$ cat config.mk
export PLATFORM = sky130hd
export DESIGN_NAME = input_entry_ctrl
export DESIGN_NICKNAME = d
export VERILOG_FILES = /design/src/rtl/input_entry_ctrl_pkg.sv /design/src/rtl/input_entry_ctrl_key_repeat.sv /design/src/rtl/input_entry_ctrl.sv
export SDC_FILE = /design/constraint.sdc
export NUM_CORES = 1
export LEC_CHECK = 0
export ABC_AREA = 1
export CORE_ASPECT_RATIO = 1.25
export CORE_MARGIN = 2
export CORE_UTILIZATION = 51
export DETAILED_ROUTE_END_ITERATION = 8
export GPL_ROUTABILITY_DRIVEN = 0
export GPL_TIMING_DRIVEN = 0
export PLACE_DENSITY = 0.77
export SLEW_MARGIN = 20
export SYNTH_ARGS = -nofsm -noshare
export SYNTH_HDL_FRONTEND = slang
export SYNTH_SLANG_ARGS = --single-unit
export TNS_END_PERCENT = 10
$ cat constraint.sdc
create_clock -name clk -period 3.3 [get_ports clk]
set_input_delay 0.33 -clock clk [delete_from_list [all_inputs] [get_ports clk]]
set_output_delay 0.33 -clock clk [all_outputs]
set_load 0.02 [all_outputs]
$ cat src/rtl/input_entry_ctrl_pkg.sv
// input_entry_ctrl_pkg
//   Shared types and constants for the operator numeric-entry controller:
//   FSM state encoding, cursor positions, BCD limits, and small helpers for
//   saturating BCD steps and sign/BCD-to-two's-complement conversion.
package input_entry_ctrl_pkg;

  typedef enum logic [1:0] {
    ST_IDLE   = 2'd0,
    ST_EDIT   = 2'd1,
    ST_COMMIT = 2'd2
  } state_t;

  localparam logic [1:0] CUR_SIGN = 2'd0;
  localparam logic [1:0] CUR_HUN  = 2'd1;
  localparam logic [1:0] CUR_TEN  = 2'd2;
  localparam logic [1:0] CUR_ONE  = 2'd3;

  localparam logic [3:0] BCD_MAX = 4'd9;

  // One saturating step of a BCD digit: never wraps past 9 or below 0.
  function automatic logic [3:0] bcd_step(input logic [3:0] d, input logic up);
    logic [3:0] r;
    if (up) r = (d >= BCD_MAX) ? BCD_MAX : d + 4'd1;
    else    r = (d == 4'd0) ? 4'd0 : d - 4'd1;
    return r;
  endfunction

  // Sign + three BCD digits -> 32-bit two's complement. The magnitude fits
  // in 11 bits (max 999), so negation is done there and then sign-extended.
  // A negative zero naturally comes out as 0.
  function automatic logic [31:0] bcd_to_value(input logic       neg,
                                               input logic [3:0] hun,
                                               input logic [3:0] ten,
                                               input logic [3:0] one);
    logic [10:0] mag;
    logic [10:0] v;
    mag = 11'(hun) * 11'd100 + 11'(ten) * 11'd10 + 11'(one);
    v   = neg ? (11'd0 - mag) : mag;
    return {{21{v[10]}}, v};
  endfunction

endpackage

$ cat src/rtl/input_entry_ctrl_key_repeat.sv
// input_key_repeat
//   Press/auto-repeat event generator for one debounced button level.
//   Emits a single-cycle key_event on the first tick the button is seen high,
//   again once it has been held REPEAT_DLY ticks, then every REPEAT_RATE
//   ticks for as long as it stays high. Releasing clears both counters.
// Ports:
//   clk, rst   - clock, synchronous active-high reset
//   tick       - button-sample strobe; everything happens on tick cycles
//   level      - debounced button level
//   key_event  - combinational event, valid only in a tick cycle
module input_key_repeat
  #(
    parameter int REPEAT_DLY  = 50,
    parameter int REPEAT_RATE = 10
  )
  (
    input  logic clk,
    input  logic rst,
    input  logic tick,
    input  logic level,
    output logic key_event
  );

  localparam int HW = (REPEAT_DLY  > 1) ? $clog2(REPEAT_DLY + 1)  : 1;
  localparam int RW = (REPEAT_RATE > 1) ? $clog2(REPEAT_RATE + 1) : 1;
  localparam logic [HW-1:0] DLY_V     = HW'(REPEAT_DLY);
  localparam logic [RW-1:0] RATE_LAST = RW'(REPEAT_RATE - 1);

  // held_reg: consecutive high ticks seen so far, saturating at REPEAT_DLY.
  // Zero means the previous tick sampled the button low.
  logic [HW-1:0] held_reg;
  // rate_reg: ticks since the last repeat event once past the delay.
  logic [RW-1:0] rate_reg;

  always_comb begin
    key_event = 1'b0;
    if (tick && level) begin
      if (held_reg < DLY_V)
        key_event = (held_reg == '0) || (held_reg + HW'(1) == DLY_V);
      else
        key_event = (rate_reg == RATE_LAST);
    end
  end

  always_ff @(posedge clk) begin
    if (rst) begin
      held_reg <= '0;
      rate_reg <= '0;
    end else if (tick) begin
      if (!level) begin
        held_reg <= '0;
        rate_reg <= '0;
      end else if (held_reg < DLY_V) begin
        held_reg <= held_reg + HW'(1);
        rate_reg <= '0;
      end else begin
        rate_reg <= (rate_reg == RATE_LAST) ? '0 : rate_reg + RW'(1);
      end
    end
  end

endmodule

$ cat src/rtl/input_entry_ctrl.sv
// input_entry_ctrl
//   Operator numeric entry: the CPU pulses edit_req, the operator edits a
//   sign digit and three BCD digits with inc/dec/next, enter commits the
//   signed value which is then offered to the CPU over val_valid/val_ack.
// Ports:
//   clk, rst                         - clock, synchronous active-high reset
//   btn_inc/dec/next/enter           - debounced button levels
//   edit_req                         - one-cycle CPU request to start entry
//   val_ack                          - CPU has consumed the committed value
//   val_valid, value                 - committed value handshake (32-bit signed)
//   sign, d_hun, d_ten, d_one        - current entry for the display
//   cursor, digit_sel                - selected digit (binary and one-hot)
//   editing                          - high while the entry is being edited
module input_entry_ctrl
  import input_entry_ctrl_pkg::*;
  #(
    parameter int TICK_DIV    = 120,
    parameter int REPEAT_DLY  = 50,
    parameter int REPEAT_RATE = 10
  )
  (
    input  logic        clk,
    input  logic        rst,
    input  logic        btn_inc,
    input  logic        btn_dec,
    input  logic        btn_next,
    input  logic        btn_enter,
    input  logic        edit_req,
    input  logic        val_ack,
    output logic        val_valid,
    output logic [31:0] value,
    output logic        sign,
    output logic [3:0]  d_hun,
    output logic [3:0]  d_ten,
    output logic [3:0]  d_one,
    output logic [1:0]  cursor,
    output logic [3:0]  digit_sel,
    output logic        editing
  );

  localparam int TW = (TICK_DIV > 1) ? $clog2(TICK_DIV) : 1;
  localparam logic [TW-1:0] TICK_LAST = TW'(TICK_DIV - 1);

  logic [TW-1:0] tick_cnt_reg;
  logic          tick;
  state_t        state_reg;
  logic          next_prev_reg;
  logic          enter_prev_reg;
  logic          next_ev;
  logic          enter_ev;
  logic [1:0]    key_level;
  logic [1:0]    key_ev;
  logic          inc_ev;
  logic          dec_ev;

  assign tick     = (tick_cnt_reg == TICK_LAST);
  // next/enter have no auto-repeat: a plain rising edge between ticks.
  assign next_ev  = tick && btn_next  && !next_prev_reg;
  assign enter_ev = tick && btn_enter && !enter_prev_reg;

  // Index 0 = inc, index 1 = dec.
  assign key_level = {btn_dec, btn_inc};

  genvar gi;
  generate
    for (gi = 0; gi < 2; gi++) begin : g_key
      input_key_repeat #(
        .REPEAT_DLY  (REPEAT_DLY),
        .REPEAT_RATE (REPEAT_RATE)
      ) u_key_repeat (
        .clk       (clk),
        .rst       (rst),
        .tick      (tick),
        .level     (key_level[gi]),
        .key_event (key_ev[gi])
      );
    end
  endgenerate

  assign inc_ev = key_ev[0];
  assign dec_ev = key_ev[1];

  always_ff @(posedge clk) begin
    if (rst) begin
      tick_cnt_reg   <= '0;
      state_reg      <= ST_IDLE;
      next_prev_reg  <= 1'b0;
      enter_prev_reg <= 1'b0;
      val_valid      <= 1'b0;
      value          <= '0;
      sign           <= 1'b0;
      d_hun          <= '0;
      d_ten          <= '0;
      d_one          <= '0;
      cursor         <= CUR_SIGN;
      digit_sel      <= 4'b0001;
      editing        <= 1'b0;
    end else begin
      tick_cnt_reg <= tick ? '0 : tick_cnt_reg + TW'(1);

      // Previous samples track the buttons in every state so that a button
      // already held when editing starts does not count as a fresh press.
      if (tick) begin
        next_prev_reg  <= btn_next;
        enter_prev_reg <= btn_enter;
      end

      case (state_reg)
        ST_IDLE: begin
          if (edit_req) begin
            state_reg <= ST_EDIT;
            editing   <= 1'b1;
            cursor    <= CUR_SIGN;
            digit_sel <= 4'b0001;
          end
        end

        ST_EDIT: begin
          // enter > next > inc/dec; inc and dec together cancel out.
          if (enter_ev) begin
            value     <= bcd_to_value(sign, d_hun, d_ten, d_one);
            val_valid <= 1'b1;
            editing   <= 1'b0;
            state_reg <= ST_COMMIT;
          end else if (next_ev) begin
            cursor    <= cursor + 2'd1;
            digit_sel <= {digit_sel[2:0], digit_sel[3]};
          end else if (inc_ev != dec_ev) begin
            case (cursor)
              CUR_SIGN: sign  <= inc_ev;
              CUR_HUN:  d_hun <= bcd_step(d_hun, inc_ev);
              CUR_TEN:  d_ten <= bcd_step(d_ten, inc_ev);
              CUR_ONE:  d_one <= bcd_step(d_one, inc_ev);
              default:  sign  <= sign;
            endcase
          end
        end

        ST_COMMIT: begin
          if (val_valid && val_ack) begin
            val_valid <= 1'b0;
            state_reg <= ST_IDLE;
          end
        end

        default: state_reg <= ST_IDLE;
      endcase
    end
  end

endmodule

==> reports/qor.txt <==
Leading cell type in the layout, fill and taps excluded = nand2_1
Worst-Margin Slew = 700 ps
Final HPWL DP = 8.42 mm
Placed inst area = 5470 µm²
Fmax = 0.324 GHz
Core area = 9080 µm²
CTS clock-pin slew for the worst setup and hold paths = 60 ps
First-pass GRT wire length = 19.0 mm
Sequential-to-total area share from yosys stat = 26.7%
First-pass DRT Iterations = 5
Final Skew = 4.65 ps
Dpl cells = 853
Max incr delay on CP = 550 ps
R2r startpoint = d_hun[1]
Slew Limit Fails = 0
Layout overhead on the synthesized area = 26.3%
Setup crit end kind = flop
Synth unique cells = 45
Top_reg_cell synth = dfxtp_1
DR WL/cell = 12.8 µm
Slowest CP cell = fa_1
Remaining Overflow, GRT = 0
Kind of critical path = reg -> reg
Startpoint Class = flop
Initial Utilization = 52.1%
GRT Total Usage = 22.9%
Worst EP required = 3530 ps
DRC = 0
Hold Path End = tick_cnt_reg[0]
Reg2Reg Depth = 16
Clock share of power = 50.2%
Most frequent cells in the layout = nand2_1 (146), inv_1 (78), clkdlybuf4s50_1 (59)
Mapped Area = 4730 µm²
Finished Core Util = 65.8%
Int Pwr = 1320 µW
Rows = 39
Final wirelength = 11.3 mm
FF+latch count, synth = 63
FILL cells = 785
Combinational power share = 6.0%
Root buf cell = clkbuf_16
Final hold violation count = 0
Die Y-Extent = 112 µm
1st-iter DRT viols = 280
Post-synth EDFFs = 0
CTS Hold Bufs = 0
Final antenna-violating net count = 0
Largest net degree at the start of global routing = 24
R2r endpoint = value[9]
DR vias = 4562
Synth Warn # = 0
Switching share of total power = 25.7%
Max reg flops = 12
Fin cells = 877
Critical path arrival = 3320 ps
Power share of the sequential group = 43.8%
Post-Place Setup Slack = -139 ps
R2r setup slk = 210 ps
Vias per inst = 5.20
Post-Syn Nets = 737
I/O Pins = 61
Final WS setup = 211 ps
Die W = 90.1 µm
Max_cap viols = 0
FFs w/ async S/R, synth = 0%
Max VDD drop = 0.372 mV
Worst-path cell chain = clkinvlp_4, ha_4, ha_2, fa_1, ha_4, ha_4, nand2_1, or2_2, nand3_1, nand2_2, nand2_2, nand3b_1, nand3_1, nand3_1, nand2_1, inv_1
H-tree depth = 3
Hold crit path type = reg -> reg
Status = completed
CP max FO = 5
Min-delay src = tick_cnt_reg[0]
Cells after Synth = 671
Net count, final = 815
Lkg Pwr = 0.00281 µW
Number of buffers created by CTS = 9
Initial antenna violation count = 0
Tcrit/Tclk final = 93.6%
CTS Sinks = 63
Clk_lat worst skew = 340 ps
Vias in the first global route = 4255
Share of cells above drive strength 1 = 14.3%
DIE AREA = 10100 µm²
Worst hold path depth = 1
Buf+Inv Stages, Crit Path = 2
Tmin final = 3090 ps
Design area = 5970 µm²
Worst rel slew slack = 53.0%
Net Sw Power = 459 µW
CTS tree = built
Setup violators final = 0
Mapped Avg Cell Area = 7.05 µm²
Count of buffers from port buffering = 59
Top delay family on crit path = adder cells
Clock buffer depth = 2
Antenna cells = 0
Power Dens Cells = 299 nW/µm²
==> per-stage QoR <==
step                      TNS (ps)  power, µW  hold WS [ps]
after global routing         -26.2       1850           474
after detailed placement      -362        909           452
after CTS                        0       1810           461
after global placement        -281        906           430
after floorplan                  0        866           418
final                            0       1780           453
==> layout make-up <==
cell class | count | area (µm²) | share of cell area [%]
multi-input cells | 488 | 3060 | 51.3
flip-flops and latches | 63 | 1280 | 21.4
repair buffers | 67 | 651 | 10.9
inverters | 87 | 330 | 5.53
clock buffers | 9 | 225 | 3.77
plain buffers | 33 | 215 | 3.61
well taps | 123 | 154 | 2.58
clock inverters | 7 | 56.3 | 0.943
==> synthesized netlist by cell type (2+ instances only) <==
cell type  number  area [µm²]
a211oi_1        4        30.0
a21oi_1        41         205
buf_2           3        15.0
buf_4          23         173
clkbuf_1        6        22.5
dfxtp_1        63        1260
fa_1            5         100
ha_1           53         663
inv_1          79         297
inv_2           8        30.0
nand2_1       150         563
nand2_2         6        37.5
nand3_1        47         235
nand3_4         4        70.1
nand3b_1        4        30.0
nand4_1        12        75.1
nor2_1         58         218
nor2_2          3        18.8
nor2_4          2        22.5
nor3_1          7        35.0
o21ai_0        49         245
o21ai_1         4        20.0
o22ai_1         3        18.8
o32ai_1         3        26.3
or2_2           2        12.5
xnor2_1         3        26.3
xor2_1         11        96.3
==> kinds of logic (layout without fill, tap and decap cells) <==
family	count (synthesis)	in the layout	share of synthesized area (%)
simple gates	302	302	29.6
fa+ha+maj	58	58	16.1
flops	63	63	26.7
xor+xnor	15	15	2.94
compound gates	113	113	13.2
buf+inv	120	203	11.5
==> worst max path at each step <==
stage                     startpoint         to  slack (ps)  depth (start not counted)
after global placement      d_ten[1]   value[8]        -100                         14
after floorplan             d_hun[1]  value[10]          30                         18
after CTS                   d_ten[1]   value[8]           1                         17
after global routing        d_hun[1]  value[10]         -30                         18
final                       d_hun[1]   value[9]         210                         16
after detailed placement    d_hun[1]  value[10]        -140                         18
==> what timing repair did <==
item                       CTS  global route
hold endpoints to repair     0             0
setup endpoints to repair    3             4
resized for setup            6            23
cloned                       0             0
setup buffers                0             8
pin swaps                    0             5
==> layer usage <==
layer / track usage (%) / wire [µm]
met4: 8.51 / 287
met2: 41.9 / 5840
met1: 26.4 / 4700
met3: 4.40 / 445
met5: 0 / 0
==> power groups by stage <==
| stage | sequential [µW] | combinational [µW] | clock (µW) |
|---|---|---|---|
| finish | 781 | 107 | 895 |
| global route | 782 | 121 | 946 |
| CTS | 782 | 109 | 918 |
| detailed placement | 800 | 108 | 0 |
| global placement | 800 | 106 | 0 |
| floorplan | 805 | 60.6 | 0 |
No activity file was read; power rests on OpenSTA's default activity.
